<file path="config.mk">
export PLATFORM = sky130hd
export DESIGN_NAME = reconfig_frame_rx
export DESIGN_NICKNAME = d
export VERILOG_FILES = /design/src/rtl/reconfig_frame_rx.sv
export SDC_FILE = /design/constraint.sdc
export NUM_CORES = 1
export LEC_CHECK = 0
export CORE_AREA = 4 4 212 214
export DETAILED_ROUTE_END_ITERATION = 6
export DIE_AREA = 0 0 216 218
export DONT_BUFFER_PORTS = 1
export GPL_TIMING_DRIVEN = 0
export PLACE_DENSITY = 0.39
export SLEW_MARGIN = 20
export SYNTH_ARGS = -nofsm -noshare
export SYNTH_HDL_FRONTEND = slang
export SYNTH_SLANG_ARGS = --single-unit
</file>
<file path="constraint.sdc">
create_clock -name clk -period 10.15 [get_ports clk]
set_input_delay 2.03 -clock clk [delete_from_list [all_inputs] [get_ports clk]]
set_output_delay 2.03 -clock clk [all_outputs]
set_load 0.1 [all_outputs]
</file>
<file path="src/rtl/reconfig_frame_rx.sv">
// reconfig_frame_rx: FLAG/ADDR/LEN/PAYLOAD/FLAG deframer feeding an N_CH-channel FWFT byte stream.
// Define RECONFIG_FRAME_CRC_EN to require a trailing CRC-16/CCITT-FALSE over ADDR, LEN and PAYLOAD.
module reconfig_frame_rx #(
    parameter int N_CH = 4,
    parameter int LEN_BYTES = 2,
    parameter logic [7:0] FLAG = 8'h7E,
    parameter int FIFO_DEPTH = 16,
    parameter int TIMEOUT_CYC = 100000,
    localparam int CH_W = (N_CH > 1) ? $clog2(N_CH) : 1,
    localparam int LEN_W = 8 * LEN_BYTES
) (
    input  logic             clk,
    input  logic             rst,
    input  logic             in_valid,
    input  logic [7:0]       in_data,
    output logic             out_valid,
    input  logic             out_ready,
    output logic [7:0]       out_data,
    output logic [CH_W-1:0]  out_ch,
    output logic             out_last,
    output logic             frame_done,
    output logic [2:0]       frame_err,
    output logic [7:0]       frame_addr,
    output logic [LEN_W-1:0] frame_len,
    output logic             busy
);
    localparam int AW = $clog2(FIFO_DEPTH);
    typedef enum logic [2:0] {
        S_IDLE, S_ADDR, S_LEN, S_PAYLOAD,
`ifdef RECONFIG_FRAME_CRC_EN
        S_CRC,
`endif
        S_EOF
    } state_t;
`ifdef RECONFIG_FRAME_CRC_EN
    localparam state_t S_POST = S_CRC;
    logic [15:0] crc;
    logic [7:0] crc_hi;
    function automatic logic [15:0] crc_upd(input logic [15:0] c, input logic [7:0] d);
        logic [15:0] r;
        r = c ^ {d, 8'h00};
        for (int i = 0; i < 8; i++) r = r[15] ? ((r << 1) ^ 16'h1021) : (r << 1);
        return r;
    endfunction
`else
    localparam state_t S_POST = S_EOF;
`endif
    state_t state, state_n;
    logic [7:0] addr;
    logic [LEN_W-1:0] len_sh, len_n, remaining;
    logic [1:0] lcnt;
    logic [2:0] err, err_n;
    logic [31:0] idle_cnt;
    logic timeout, push, wr, pop, full, done, addr_bad;
    logic [CH_W+8:0] mem [FIFO_DEPTH];
    logic [AW-1:0] rd_ptr, wr_ptr;
    logic [AW:0] count;

    assign busy = state != S_IDLE;
    assign len_n = (len_sh << 8) | LEN_W'(in_data);
    assign addr_bad = int'(addr) >= N_CH;
    assign full = count == (AW+1)'(FIFO_DEPTH);
    assign out_valid = count != '0;
    assign {out_last, out_ch, out_data} = out_valid ? mem[rd_ptr] : '0;
    assign pop = out_valid && out_ready;
    assign wr = push && (!full || pop);
    assign timeout = TIMEOUT_CYC != 0 && busy && !in_valid && idle_cnt == 32'(TIMEOUT_CYC - 1);

    // Only the first error of a frame is kept; err_n never overwrites a nonzero err.
    always_comb begin
        state_n = state;
        err_n = err;
        push = 1'b0;
        done = 1'b0;
        if (timeout) begin
            state_n = S_IDLE;
            done = 1'b1;
            if (err == 3'd0) err_n = 3'd4;
        end else if (in_valid) begin
            case (state)
                S_IDLE: state_n = (in_data == FLAG) ? S_ADDR : S_IDLE;
                S_ADDR: if (in_data != FLAG) begin
                    state_n = S_LEN;
                    if (int'(in_data) >= N_CH && err == 3'd0) err_n = 3'd1;
                end
                S_LEN: if (lcnt == 2'(LEN_BYTES - 1)) state_n = (len_n == '0) ? S_POST : S_PAYLOAD;
                S_PAYLOAD: begin
                    push = !addr_bad;
                    if (remaining == LEN_W'(1)) state_n = S_POST;
                    if (push && full && !pop && err == 3'd0) err_n = 3'd3;
                end
`ifdef RECONFIG_FRAME_CRC_EN
                S_CRC: if (lcnt == 2'd1) begin
                    state_n = S_EOF;
                    if ({crc_hi, in_data} != crc && err == 3'd0) err_n = 3'd5;
                end
`endif
                S_EOF: begin
                    state_n = S_IDLE;
                    done = 1'b1;
                    if (in_data != FLAG && err == 3'd0) err_n = 3'd2;
                end
                default: state_n = S_IDLE;
            endcase
        end
    end

    always_ff @(posedge clk or posedge rst) begin
        if (rst) state <= S_IDLE;
        else state <= state_n;
    end

    always_ff @(posedge clk or posedge rst) begin
        if (rst) begin
            err <= '0;
            frame_done <= 1'b0;
            frame_err <= '0;
            frame_addr <= '0;
            frame_len <= '0;
            idle_cnt <= '0;
            lcnt <= '0;
            addr <= '0;
            len_sh <= '0;
            remaining <= '0;
            wr_ptr <= '0;
            rd_ptr <= '0;
            count <= '0;
`ifdef RECONFIG_FRAME_CRC_EN
            crc <= 16'hFFFF;
            crc_hi <= '0;
`endif
        end else begin
            err <= done ? 3'd0 : err_n;
            frame_done <= done;
            frame_err <= done ? err_n : 3'd0;
            idle_cnt <= (in_valid || !busy) ? 32'd0 : idle_cnt + 32'd1;
            lcnt <= (state_n != state) ? 2'd0 : in_valid ? lcnt + 2'd1 : lcnt;
            if (done) begin
                frame_addr <= addr;
                frame_len <= len_sh;
            end
            if (in_valid && state == S_IDLE) begin
                addr <= '0;
                len_sh <= '0;
            end
            if (in_valid && state == S_ADDR && in_data != FLAG) addr <= in_data;
            if (in_valid && state == S_LEN) len_sh <= len_n;
            remaining <= (in_valid && state == S_LEN) ? len_n
                       : (in_valid && state == S_PAYLOAD) ? remaining - LEN_W'(1) : remaining;
            if (wr) wr_ptr <= wr_ptr + AW'(1);
            if (pop) rd_ptr <= rd_ptr + AW'(1);
            count <= count + (AW+1)'(wr) - (AW+1)'(pop);
`ifdef RECONFIG_FRAME_CRC_EN
            if (state == S_IDLE) crc <= 16'hFFFF;
            else if (in_valid && (state == S_LEN || state == S_PAYLOAD || (state == S_ADDR && in_data != FLAG)))
                crc <= crc_upd(crc, in_data);
            if (in_valid && state == S_CRC) crc_hi <= in_data;
`endif
        end
    end

    always_ff @(posedge clk) begin
        if (wr) mem[wr_ptr] <= {remaining == LEN_W'(1), addr[CH_W-1:0], in_data};
    end
endmodule

</file>
# == Yosys cells after proc, flatten, opt, wreduce, memory -nomap -nowiden ==
# Memories as Yosys holds them, arrays and structs flattened.
# Cells that the tools add are included.
# W data, S select, Z words.
# classes
n_addsub,7
n_lt_le_gt_ge,2
n_eq_ne,11
n_mux,36
n_bitwise,1
n_reduce_logical,30
# op_table
operator,count
$mux W16,4
$mux W3,15
$add A32 B1 Y32 const B,1
$eq A32 B17 Y1 const B,1
$mux W32,1
$eq A16 B1 Y1 const B,1
$ge A8 B3 Y1 const B,2
$logic_not A16 Y1,1
$mux W8,2
$or A16 B8 Y16,1
$sub A16 B1 Y16 const B,1
$logic_and A1 B1 Y1,14
$pmux W3 S4,1
$mux W11,1
$mux W1,9
$pmux W3 S3,1
$add A4 B1 Y4 const B,2
$eq A8 B7 Y1 const B,1
$ne A8 B7 Y1 const B,1
$reduce_bool A2 Y1,4
$eq A3 B2 Y1 const B,2
$logic_not A3 Y1,2
$add A5 B1 Y5,1
$eq A5 B5 Y1 const B,1
11 further kinds,17
# word_totals
register_bits,121
mem_bits_rw,176
inputBits,12
out_inout_bits,41
wordCells,102
n_memories,1
# memory_table
name,words,word_bits,rd,rd_clocked_by_memory_dff,write_ports,line,text
mem,16,11,1,0,1,55,logic [CH_W+8:0] mem [FIFO_DEPTH];

# == Depth between registers and ports, before layout ==
# Gate-level depths: netlist of run 1.
# depth
depth_word,10
ltp_mapped,16
mapped_depth_nobuf,15

# == Worst setup path after synthesis of run 1 ==
# Ideal clock, no wire load.
# synth_timing
kind,reg2out
startpoint,register rd_ptr[0]
endpoint,output port out_ch[0]
arrival_time_ns,2.936
required_time_ns,8.120
path_slack_ns,5.184
path_stages_with_launch,6
n_path_buf,2
path_cell_list,dfrtp_1 clkbuf_1 buf_2 mux4_2 mux4_2 nor2b_1
# synth_via
elab_chain_len,2
# synth_rtl
item,line,text
"start, declared",56,"logic [AW-1:0] rd_ptr, wr_ptr;"
"start signal, assigned",151,if (pop) rd_ptr <= rd_ptr + AW'(1);
$mem_v2 Z16 W11,--,
$mux W11,64,"assign {out_last, out_ch, out_data} = out_valid ? mem[rd_ptr] : '0;"
"end, declared",19,"output logic [CH_W-1:0] out_ch,"
# No other way between the ends.

# == Worst setup path after layout of run 1 ==
# layout_timing
startpoint,register rd_ptr[1]
endpoint,output port out_data[1]
# layout_via
elab_chain_len,2
# layout_rtl
item,line,text
$mem_v2 Z16 W11,--,
$mux W11,64,
"end, declared",18,"output logic [7:0] out_data,"
# No other way between the ends.

==> impl_metrics.env, run 1 <==
export IMPL_avgSynthCellArea_um2=14.89
export IMPL_postCtsHoldBufs=0
export IMPL_yosysTopAreaCell="edfxtp_1"
export IMPL_drt_vias_per_instance=4.817
export IMPL_die_area_um2=47090
export IMPL_synth_yosys_warnings=0
export IMPL_cp_end_kind="output pin"
export IMPL_drv_cap=0
export IMPL_min_path_type="flip-flop to flip-flop"
export IMPL_finalSetupViolCount=0
export IMPL_min_to="len_sh[11]$_DFFE_PP0P_"
export IMPL_synth_most_common_cell="edfxtp_1"
export IMPL_clockBufferDepth=3
export IMPL_min_from="len_sh[11]$_DFFE_PP0P_"
export IMPL_core_um2=42890
export IMPL_first_pass_iters=4
export IMPL_powerDensity_nw_per_um2=280.9
export IMPL_dpl_cell_area_um2=13660
export IMPL_synth_flop_cell="edfxtp_1"
export IMPL_worstSetupPathType="flip-flop to output pin"
export IMPL_slowest_stage="nor2b_2"
export IMPL_fp_dieH_um=218
export IMPL_finalSetupTns_ns=0
export IMPL_cts_tree="built"
export IMPL_pin_count=53
export IMPL_cp_buffers_inverters=2
export IMPL_skew_ns=0.01513
export IMPL_worstPathCellList="clkbuf_1 > clkbuf_1 > mux4_2 > mux4_2 > nor2b_2"
export IMPL_overflow=0
export IMPL_hpwlAfterDp_mm=21.74
export IMPL_cts_made_buffers=37
export IMPL_outcome="complete, no violations"
export IMPL_yosys_top_cells_count="176 x edfxtp_1, 121 x dfrtp_1, 69 x nor2_1"
export IMPL_area_growth_pct=16.80
export IMPL_post_route_min_period_ns=5.798
export IMPL_rrSetupSlack_ns=6.56
export IMPL_synthTopCellsByArea="edfxtp_1 41%, dfrtp_1 24%, mux4_2 9.7%"
export IMPL_root_buffer="clkbuf_16"
export IMPL_max_stage_delay_ns=0.86
export IMPL_dp_cells=1448
export IMPL_grt_pass1_wl_mm=50.70
export IMPL_netlist_area_leader_share_pct=41.46
export IMPL_slew_limit_headroom_pct=23.62
export IMPL_diodes=0
export IMPL_final_hold_viol_count=0
export IMPL_instances_no_fill=1515
export IMPL_drt_iter0_drc=492
export IMPL_drt_wirelength_per_cell_um=22.12
export IMPL_drive_gt1_share_pct=20.75
export IMPL_synth_edf_count=176
export IMPL_crit_fanout=10
export IMPL_num_rows=76
export IMPL_final_antenna_net_count=0
export IMPL_cts_resized=0
export IMPL_crit_family="buffers and inverters"
export IMPL_drt_wl_total_mm=33.52
export IMPL_antenna_found_initial=2
export IMPL_nFillCells=4144
export IMPL_clk_latency_ns=0.54
export IMPL_ys_seq_area_share_pct=65.21
export IMPL_timing_rr_start="state[0]$_DFF_PP0_"
export IMPL_ys_ff_latch=297
export IMPL_netlist_area_um2=12750
export IMPL_finalCritPeriodShare_pct=57.12
export IMPL_post_cts_buffers=0
export IMPL_track_usage_pct=14.42
export IMPL_final_cell_area_um2=14890
export IMPL_die_w_um=216
export IMPL_pre_cts_ws_ns=4.841
export IMPL_vdd_ir_drop_max_uv=301.0
export IMPL_slew_viol_final=0
export IMPL_routed_via_count=7297
export IMPL_timing_rr_end="mem[3][10]$_DFFE_PP_"
export IMPL_worstRegToRegCells=7
export IMPL_max_freq_mhz=172.5
export IMPL_h_tree_depth=2
export IMPL_start_util_pct=29.73
export IMPL_rsz0062_at_grt="no"
export IMPL_cts_sinks=297
export IMPL_synth_cells=856
export IMPL_critPathArrivalTime_ns=3.77
export IMPL_grt_max_degree=87
export IMPL_gp_congestion=0.7561
export IMPL_p_leak_uw=0.005482
export IMPL_layout_nets=930
export IMPL_grt_pass1_vias=7604
export IMPL_portBuffers=0
export IMPL_tightestPinTransition_ns=1.141
export IMPL_p_total_uw=4183
export IMPL_clk_pin_slew_ns=0.06
export IMPL_setup_ws_ns=4.352
export IMPL_required_ns=8.12
export IMPL_critPathLaunchType="flip-flop"
export IMPL_async_flop_share_pct=40.74
export IMPL_yosysUniqueCellTypes=68
export IMPL_drc=0
export IMPL_holdPathStages=1
export IMPL_syn_num_nets=884
## where the power goes
part | switching, uW | internal, uW | total, uW
clock network | 510 | 830 | 1340
registers | 129 | 1400 | 1530
logic | 879 | 431 | 1310
total | 1520 | 2660 | 4180
## cell families (layout without fill, tap and decap cells)
family | Yosys count | in the layout | synth area share, %
adder cells (fa/ha/maj) | 16 | 16 | 1.629
XOR/XNOR | 38 | 38 | 2.611
AND/OR/NAND/NOR | 240 | 240 | 9.981
AO/OA/AOI/OAI | 106 | 106 | 5.506
buffers and inverters | 77 | 151 | 2.483
multiplexers | 82 | 82 | 12.58
flip-flops | 297 | 297 | 65.21
## cell usage in the layout (no fill, tap or decap), types with 21 or more instances in the layout
cell type	Yosys	layout
edfxtp_1	176	176
o21ai_0	28	28
dfrtp_1	121	121
xnor2_1	21	21
nor2_1	69	57
mux4_2	55	55
inv_1	35	34
clkbuf_1	31	40
nand2_1	34	34
nand3_1	25	25
clkbuf_16	0	38
a21oi_1	25	25
## registers in the layout, indices dropped and copies added (netlist names)
register,cells
lcnt,2
frame_err,3
state,3
rd_ptr,4
remaining,16
frame_len,16
idle_cnt,32
addr,8
frame_addr,8
err,3
mem,176
len_sh,16
wr_ptr,4
frame_done,1
count,5
## layer usage
| layer | GRT usage (%) | part of all wire [%] | routed length, um |
|---|---|---|---|
| met4 | 3.648 | 2.0 | 668 |
| met2 | 22.97 | 47 | 15720 |
| met5 | 0 | 0.039 | 13 |
| met3 | 3.372 | 5.1 | 1719 |
| met1 | 20.04 | 46 | 15390 |
## how the worst max path moves through the flow
stage	from	slack (ns)	depth (start not counted)	to
2_1_floorplan	rst	4.91	1	addr[0]$_DFFE_PP0P_
3_3_place_gp	rst	3.00	1	frame_len[14]$_DFFE_PP0P_
3_5_place_dp	rd_ptr[1]$_DFFE_PP0P_	4.84	5	out_data[1]
4_1_cts	rd_ptr[1]$_DFFE_PP0P_	4.24	5	out_data[1]
5_1_grt	rd_ptr[1]$_DFFE_PP0P_	4.14	5	out_data[4]
6_report	rd_ptr[1]$_DFFE_PP0P_	4.35	5	out_data[1]
## through the flow
| step | hold slack [ns] | util (%) |
|---|---|---|
| finish | 0.5055 | 34.72 |
| floorplan | 0.4552 | - |
| global placement | 0.4903 | 31.43 |
| CTS | 0.5062 | 34.72 |
| global route | 0.5171 | 34.72 |
| detailed placement | 0.4894 | 31.85 |
## layout make-up
| type | instances | area [um^2] | share of cell area (%) |
|---|---|---|---|
| sequential | 297 | 8313 | 55.83 |
| multi-input combinational | 482 | 4210 | 28.28 |
| clock buffer | 49 | 1012 | 6.798 |
| tap | 585 | 732.0 | 4.916 |
| clock inverter | 18 | 219.0 | 1.470 |
| buffer | 41 | 181.4 | 1.218 |
| inverter | 36 | 142.6 | 0.9579 |
| timing repair buffer | 7 | 80.08 | 0.5378 |
## worst reg2reg max path, stage by stage (launching register included)
cell	delay (ns)
dfrtp_1	0.37
clkbuf_1	0.42
nor2b_1	0.34
nand3_1	0.18
nor3_2	0.64
nand2_1	0.36
nor3_2	0.67
buf_4	0.31
Power figures use the tool's default switching activity.
==> inputs of run 2 (changes only) <==
clock period = 5.45 ns   (was 10.15 ns; I/O delays follow)
==> results of run 2 <==
Same layout as run 1 (identical final DEF). Status: complete, no violations.
Main changes from that run: setup slack after placement 4.841 ns -> 1.081 ns; setup slack after layout 4.352 ns -> 0.5920 ns; hold slack 0.5055 ns -> 0.3753 ns; register-to-register setup slack 6.56 ns -> 1.86 ns; total power 4183 uW -> 7790 uW; worst IR drop on VDD 301.0 uV -> 560.5 uV
